### src/rtl/pipeline_hazard_ctrl_if.sv
// Hazard-control bundle between the pipeline datapath and the stall/flush controller.
// master = pipeline side (drives operand/producer info), slave = controller.
interface pipeline_hazard_ctrl_if #(
    parameter int CNT_W  = 4,
    parameter int PERF_W = 32
);
    logic [4:0]        D_rs;
    logic [4:0]        D_rt;
    logic [1:0]        D_tuse_rs;
    logic [1:0]        D_tuse_rt;
    logic              D_is_md;
    logic [4:0]        E_wa;
    logic [1:0]        E_tnew;
    logic              E_md_start;
    logic              E_md_is_div;
    logic [4:0]        M_wa;
    logic [1:0]        M_tnew;
    logic              F_pc_en;
    logic              D_reg_en;
    logic              E_reg_flush;
    logic              md_busy;
    logic [CNT_W-1:0]  md_cnt;
    logic [PERF_W-1:0] stall_cycles;

    modport master (
        output D_rs, D_rt, D_tuse_rs, D_tuse_rt, D_is_md,
        output E_wa, E_tnew, E_md_start, E_md_is_div,
        output M_wa, M_tnew,
        input  F_pc_en, D_reg_en, E_reg_flush,
        input  md_busy, md_cnt, stall_cycles
    );

    modport slave (
        input  D_rs, D_rt, D_tuse_rs, D_tuse_rt, D_is_md,
        input  E_wa, E_tnew, E_md_start, E_md_is_div,
        input  M_wa, M_tnew,
        output F_pc_en, D_reg_en, E_reg_flush,
        output md_busy, md_cnt, stall_cycles
    );
endinterface

### src/rtl/pipeline_hazard_ctrl.sv
// Stall/flush controller for the 5-stage MIPS pipeline: Tuse/Tnew data
// hazards, mult/div busy tracking and a saturating stall-cycle counter.
module pipeline_hazard_ctrl #(
    parameter int MULT_LAT = 5,
    parameter int DIV_LAT  = 10,
    parameter int CNT_W    = 4,
    parameter int PERF_W   = 32
) (
    input  logic clk,
    input  logic reset,
    pipeline_hazard_ctrl_if.slave hz
);

    typedef enum logic {
        IDLE = 1'b0,
        BUSY = 1'b1
    } md_state_t;

    localparam logic [CNT_W-1:0] MULT_CNT = CNT_W'(MULT_LAT);
    localparam logic [CNT_W-1:0] DIV_CNT  = CNT_W'(DIV_LAT);
    localparam logic [CNT_W-1:0] CNT_ONE  = CNT_W'(1);

    md_state_t         state;
    md_state_t         state_nxt;
    logic [CNT_W-1:0]  cnt;
    logic [CNT_W-1:0]  cnt_nxt;
    logic [CNT_W-1:0]  load_cnt;
    logic [PERF_W-1:0] perf;
    logic              stall_rs;
    logic              stall_rt;
    logic              stall_md;
    logic              busy;
    logic              stall;

    assign load_cnt = hz.E_md_is_div ? DIV_CNT : MULT_CNT;

    // md FSM state and remaining-cycle register; reset clears both at once
    always_ff @(posedge clk or posedge reset) begin
        if (reset) begin
            state <= IDLE;
            cnt   <= '0;
        end else begin
            state <= state_nxt;
            cnt   <= cnt_nxt;
        end
    end

    // md FSM next state: a new start always (re)loads the latency
    always_comb begin
        state_nxt = state;
        cnt_nxt   = cnt;
        unique case (state)
            IDLE: begin
                if (hz.E_md_start) begin
                    state_nxt = BUSY;
                    cnt_nxt   = load_cnt;
                end
            end
            BUSY: begin
                if (hz.E_md_start) begin
                    cnt_nxt = load_cnt;
                end else if (cnt == CNT_ONE) begin
                    state_nxt = IDLE;
                    cnt_nxt   = '0;
                end else begin
                    cnt_nxt = cnt - CNT_ONE;
                end
            end
            default: begin
                state_nxt = IDLE;
                cnt_nxt   = '0;
            end
        endcase
    end

    // hazard detection and pipeline control outputs, forced benign in reset
    always_comb begin
        stall_rs = (hz.D_rs != 5'd0) && (hz.D_tuse_rs != 2'd3) &&
                   (((hz.D_rs == hz.E_wa) && (hz.E_tnew > hz.D_tuse_rs)) ||
                    ((hz.D_rs == hz.M_wa) && (hz.M_tnew > hz.D_tuse_rs)));
        stall_rt = (hz.D_rt != 5'd0) && (hz.D_tuse_rt != 2'd3) &&
                   (((hz.D_rt == hz.E_wa) && (hz.E_tnew > hz.D_tuse_rt)) ||
                    ((hz.D_rt == hz.M_wa) && (hz.M_tnew > hz.D_tuse_rt)));
        busy     = !reset && (hz.E_md_start || (state == BUSY));
        stall_md = hz.D_is_md && busy;
        stall    = !reset && (stall_rs || stall_rt || stall_md);
        hz.F_pc_en     = !stall;
        hz.D_reg_en    = !stall;
        hz.E_reg_flush = stall;
        hz.md_busy     = busy;
    end

    // saturating count of cycles spent stalled
    always_ff @(posedge clk or posedge reset) begin
        if (reset) begin
            perf <= '0;
        end else if (stall && (perf != '1)) begin
            perf <= perf + PERF_W'(1);
        end
    end

    assign hz.md_cnt       = cnt;
    assign hz.stall_cycles = perf;

endmodule

### src/flat_wrapper.sv
// flat-port wrapper written by rule: the top's interface ports become plain ports
module pipeline_hazard_ctrl_flat 
#(
    parameter int MULT_LAT = 5,
    parameter int DIV_LAT  = 10,
    parameter int CNT_W    = 4,
    parameter int PERF_W   = 32
)
  (clk, reset, hz_D_rs, hz_D_rt, hz_D_tuse_rs, hz_D_tuse_rt, hz_D_is_md, hz_E_wa, hz_E_tnew, hz_E_md_start, hz_E_md_is_div, hz_M_wa, hz_M_tnew, hz_F_pc_en, hz_D_reg_en, hz_E_reg_flush, hz_md_busy, hz_md_cnt, hz_stall_cycles);
  pipeline_hazard_ctrl_if #(.CNT_W(CNT_W), .PERF_W(PERF_W)) hz_i ();
  input  logic clk;
  input  logic reset;
  input wire logic [$bits(hz_i.D_rs)-1:0] hz_D_rs;
  input wire logic [$bits(hz_i.D_rt)-1:0] hz_D_rt;
  input wire logic [$bits(hz_i.D_tuse_rs)-1:0] hz_D_tuse_rs;
  input wire logic [$bits(hz_i.D_tuse_rt)-1:0] hz_D_tuse_rt;
  input wire logic [$bits(hz_i.D_is_md)-1:0] hz_D_is_md;
  input wire logic [$bits(hz_i.E_wa)-1:0] hz_E_wa;
  input wire logic [$bits(hz_i.E_tnew)-1:0] hz_E_tnew;
  input wire logic [$bits(hz_i.E_md_start)-1:0] hz_E_md_start;
  input wire logic [$bits(hz_i.E_md_is_div)-1:0] hz_E_md_is_div;
  input wire logic [$bits(hz_i.M_wa)-1:0] hz_M_wa;
  input wire logic [$bits(hz_i.M_tnew)-1:0] hz_M_tnew;
  output wire logic [$bits(hz_i.F_pc_en)-1:0] hz_F_pc_en;
  output wire logic [$bits(hz_i.D_reg_en)-1:0] hz_D_reg_en;
  output wire logic [$bits(hz_i.E_reg_flush)-1:0] hz_E_reg_flush;
  output wire logic [$bits(hz_i.md_busy)-1:0] hz_md_busy;
  output wire logic [$bits(hz_i.md_cnt)-1:0] hz_md_cnt;
  output wire logic [$bits(hz_i.stall_cycles)-1:0] hz_stall_cycles;
  assign hz_i.D_rs = hz_D_rs;
  assign hz_i.D_rt = hz_D_rt;
  assign hz_i.D_tuse_rs = hz_D_tuse_rs;
  assign hz_i.D_tuse_rt = hz_D_tuse_rt;
  assign hz_i.D_is_md = hz_D_is_md;
  assign hz_i.E_wa = hz_E_wa;
  assign hz_i.E_tnew = hz_E_tnew;
  assign hz_i.E_md_start = hz_E_md_start;
  assign hz_i.E_md_is_div = hz_E_md_is_div;
  assign hz_i.M_wa = hz_M_wa;
  assign hz_i.M_tnew = hz_M_tnew;
  assign hz_F_pc_en = hz_i.F_pc_en;
  assign hz_D_reg_en = hz_i.D_reg_en;
  assign hz_E_reg_flush = hz_i.E_reg_flush;
  assign hz_md_busy = hz_i.md_busy;
  assign hz_md_cnt = hz_i.md_cnt;
  assign hz_stall_cycles = hz_i.stall_cycles;
  pipeline_hazard_ctrl #(.MULT_LAT(MULT_LAT), .DIV_LAT(DIV_LAT), .CNT_W(CNT_W), .PERF_W(PERF_W)) u_core (.clk(clk), .reset(reset), .hz(hz_i));
endmodule
### config.mk
export PLATFORM = sky130hd
export DESIGN_NAME = pipeline_hazard_ctrl_flat
export DESIGN_NICKNAME = d
export VERILOG_FILES = /design/src/rtl/pipeline_hazard_ctrl_if.sv /design/src/rtl/pipeline_hazard_ctrl.sv /design/src/flat_wrapper.sv
export SDC_FILE = /design/constraint.sdc
export NUM_CORES = 1
export LEC_CHECK = 0
export ABC_AREA = 1
export BUFFER_PORTS_ARGS = -buffer_cell sky130_fd_sc_hd__buf_2
export CELL_PAD_IN_SITES_DETAIL_PLACEMENT = 0
export CELL_PAD_IN_SITES_GLOBAL_PLACEMENT = 1
export CORE_ASPECT_RATIO = 2
export CORE_MARGIN = 2
export CORE_UTILIZATION = 34
export CTS_CLUSTER_SIZE = 30
export DETAILED_ROUTE_END_ITERATION = 8
export GPL_TIMING_DRIVEN = 1
export PLACE_DENSITY = 0.85
export SYNTH_ARGS = -nofsm -noshare
export SYNTH_HDL_FRONTEND = slang
export SYNTH_SLANG_ARGS = --single-unit
### constraint.sdc
create_clock -name clk -period 4.1 [get_ports clk]
set_input_delay 0.82 -clock clk [delete_from_list [all_inputs] [get_ports clk]]
set_output_delay 0.82 -clock clk [all_outputs]
set_load 0.03 [all_outputs]
==> metrics.md <==
| Metric | Value |
|---|---|
| Crit path from | `hz_D_tuse_rt[1]` |
| Initial core utilization | `34.9%` |
| Flop and latch count out of synthesis | `37` |
| Worst-Skew Late Latency | `0.28 ns` |
| CP max stage cell | `ha_1` |
| Gate Count Post-Synth | `498` |
| Fmax achieved | `0.331 GHz` |
| Worst-case clock buffer depth | `2` |
| Slew Limit Fails | `0` |
| Crit path top cell by count | `nand2_1` |
| Max-Cap Viols | `0` |
| Die W | `72.0 microns` |
| Final hold vios | `0` |
| Worst rel slew slack | `57.5%` |
| Maximum vdd ir drop | `0.198 mV` |
| Syn. warnings | `0` |
| Commonest non-fill, non-tap cell in the layout | `nand2_1` |
| Sequential share of power | `35.3%` |
| Switching Power | `0.407 mW` |
| Share of cells above drive strength 1 | `16.9%` |
| DRT iter0 DRCs | `254` |
| H-tree depth | `2` |
| Clock skew | `0.00316 ns` |
| Kind of critical path | `input pin to output port` |
| First-pass GRT wire length | `16000 microns` |
| PostCTS Resize Cnt | `0` |
| Number of global-route vias before repair | `3360` |
| Post-route ant nets | `0` |
| Setup-failing EPs final | `0` |
| Via count | `3400` |
| Pleak | `2.08 nW` |
| Launch point of the worst reg-to-reg path | `u_core.hz.stall_cycles[0]$_DFFE_PP0P_` |
| Die H | `140 microns` |
| Post-synthesis cell type count | `30` |
| Antenna violations before repair | `0` |
| Cell Area, Synth | `3150 sq um` |
| Setup slack, reg-to-reg | `1.88 ns` |
| Final Wtd Congestion | `0.980` |
| WP data required | `3.28 ns` |
| Worst Max-Slew Pin Slew | `0.637 ns` |
| Status | `finished clean` |
| Crit path time final | `3.02 ns` |
| Unrepaired setup endpoints after global routing | `no` |
| WL final | `10100 microns` |
| Syn avg cell area | `6.32 sq um` |
| Detailed Place HPWL | `8040 microns` |
| Global route overflow | `0` |
| Core Box Area | `9010 sq um` |
| Power density over the cells | `331 nW/um^2` |
| TritonCTS Buffers | `5` |
| Row count | `49` |
| PortBufs | `72` |
| Full die area | `10100 sq um` |
| Crit path max fanout | `3` |
| Arrival time at the worst endpoint | `2.20 ns` |
| Slowest stage delay, CP | `0.28 ns` |
| Tot Pwr | `1.25 mW` |
| Drt drc | `0` |
| Clock power frac | `40.2%` |
| Setup crit start kind | `input pin` |
| Total Routing Usage GR | `20.5%` |
| Tcrit/Tclk final | `73.7%` |
| CTS tree | `built` |
| CTS clk-pin slew, worst paths | `0.06 ns` |
| Hold_sp | `u_core.hz.stall_cycles[17]$_DFFE_PP0P_` |
| 1st-pass router iterations | `4` |
| Syn Nets | `542` |
| CP top delay family | `simple AND/OR/NAND/NOR gates` |
| Via density | `5.07` |
| Commonest cells after routing, fill and taps aside | `nand2_1 (198), buf_2 (72), inv_1 (65)` |
| Setup_tns | `0 ns` |
| Comb pwr share | `24.5%` |
| Post-cts hold buffer count | `0` |
| Wire length per cell | `15.0 microns` |
| Int Power | `0.840 mW` |
| Clock sinks | `37` |
| P&R area growth vs syn | `19.8%` |
| Register area share after synthesis | `29.4%` |
| Crit. End Element | `output port` |
| Ports | `73` |
| Switching Fraction | `32.6%` |
| CTS Root Cell | `clkbuf_16` |
| Nets | `611` |
| Number of setup buffers added after CTS | `0` |
| Largest net degree at the start of global routing | `43` |
| Crit-path cells | `buf_2 > inv_1 > ha_1 > nand2_1 > inv_1 > nor2_1 > nand2_1 > nor2_1 > nand2_1 > nand2_1 > nand2_1 > nand3_2 > nand2_1 > inv_1 > buf_2` |
| WP buf/inv | `5` |
| Class of the worst hold path | `register to register` |
| ANT cells | `0` |
## power by group through the flow
stage / Combinational [mW] / Clock (mW) / Sequential (mW)
3_3_place_gp: 0.303 / 0 / 0.446
2_1_floorplan: 0.156 / 0 / 0.494
4_1_cts: 0.307 / 0.513 / 0.441
3_5_place_dp: 0.306 / 0 / 0.448
5_1_grt: 0.340 / 0.527 / 0.447
6_report: 0.306 / 0.501 / 0.440
## stage by stage
step | instances | setup WS, ns | cell area, sq um | hold WS (ns) | util, %
3_3_place_gp | 662 | 1.10 | 3580 | 0.515 | 39.7
3_5_place_dp | 662 | 1.07 | 3580 | 0.517 | 39.7
4_1_cts | 670 | 1.07 | 3770 | 0.530 | 41.8
5_1_grt | 670 | 0.947 | 3770 | 0.573 | 41.8
6_report | 670 | 1.08 | 3770 | 0.523 | 41.8
2_1_floorplan | 498 | 0.0304 | 3150 | 0.482 | -
## per-layer routing
metal,vias to the layer above,routed length (microns),share of wire (%),track usage [%]
met1,1554,3390,34,18.3
met3,35,338,3.4,2.09
li1,1715,-,-,-
met4,0,682,6.8,13.9
met5,-,0,0,0
met2,96,5680,56,40.4
## cells in the mapped netlist
cell        n  share of area, %
xnor2_1     6               1.7
buf_1       3              0.36
nand3_2     4               1.3
clkbuf_1    4              0.48
dfrtp_1    37                29
clkinv_1    1              0.12
a21oi_1     3              0.48
o211ai_1    1              0.24
ha_1       11               4.4
nor2_1     48               5.7
nor3b_1     1              0.24
nand3b_1    5               1.2
buf_2       2              0.32
nand3_1    21               3.3
nor2_4      1              0.36
nand3_4     1              0.56
o221ai_1    3              0.84
nor3_2      1              0.32
buf_6       3               1.1
nand4_1    39               7.8
o21ai_0     4              0.64
inv_2       1              0.12
inv_1      66               7.9
nor2_2      2              0.40
or2_2       1              0.20
nor3_1     12               1.9
buf_4       2              0.48
and3_1      1              0.20
nand2_1   198                24
xor2_1     16               4.5
## state kept, by name (all words and copies together), names as in the netlist
name / count
u_core.hz.stall_cycles: 32
u_core.hz.md_cnt: 4
u_core.state: 1
## cell families after synthesis
kind of cell / count (synthesis) / share of synthesized area [%]
buffers and inverters: 82 / 10.8
and+or+nand+nor: 335 / 47.1
adders and majority gates: 11 / 4.37
DFF: 37 / 29.4
AOI/OAI and AO/OA: 11 / 2.19
xor gates and xnor gates: 22 / 6.12
## final cells by class
class | instances | area [sq um]
well taps | 102 | 128
repair buffers | 76 | 390
clock inverters | 3 | 65.1
multi-input cells | 379 | 1880
flip-flops and latches | 37 | 926
clock buffers | 5 | 125
fillers | 967 | 5240
inverters | 68 | 255
## worst reg2reg max path, cell delays in order, from the launching register on
cell,delay [ns]
dfrtp_1,0.45
ha_1,0.39
nand3_4,0.16
nor2_4,0.20
nand3_2,0.09
nor2_2,0.12
nand3_2,0.09
buf_4,0.28
nand2_1,0.12
nor2_1,0.06
nand4_1,0.08
nand2_1,0.06
## final timing paths
path / end / cells after the start
worst max-delay path: hz_E_reg_flush / 15
worst min-delay path: u_core.hz.stall_cycles[17]$_DFFE_PP0P_ / 2
worst max register to register: u_core.hz.stall_cycles[17]$_DFFE_PP0P_ / 11
worst min register to register: u_core.hz.stall_cycles[17]$_DFFE_PP0P_ / 2
max in group asynchronous: u_core.hz.stall_cycles[15]$_DFFE_PP0P_ / 3
min in group asynchronous: u_core.hz.stall_cycles[4]$_DFFE_PP0P_ / 3
(Power assumes the default switching activity.)
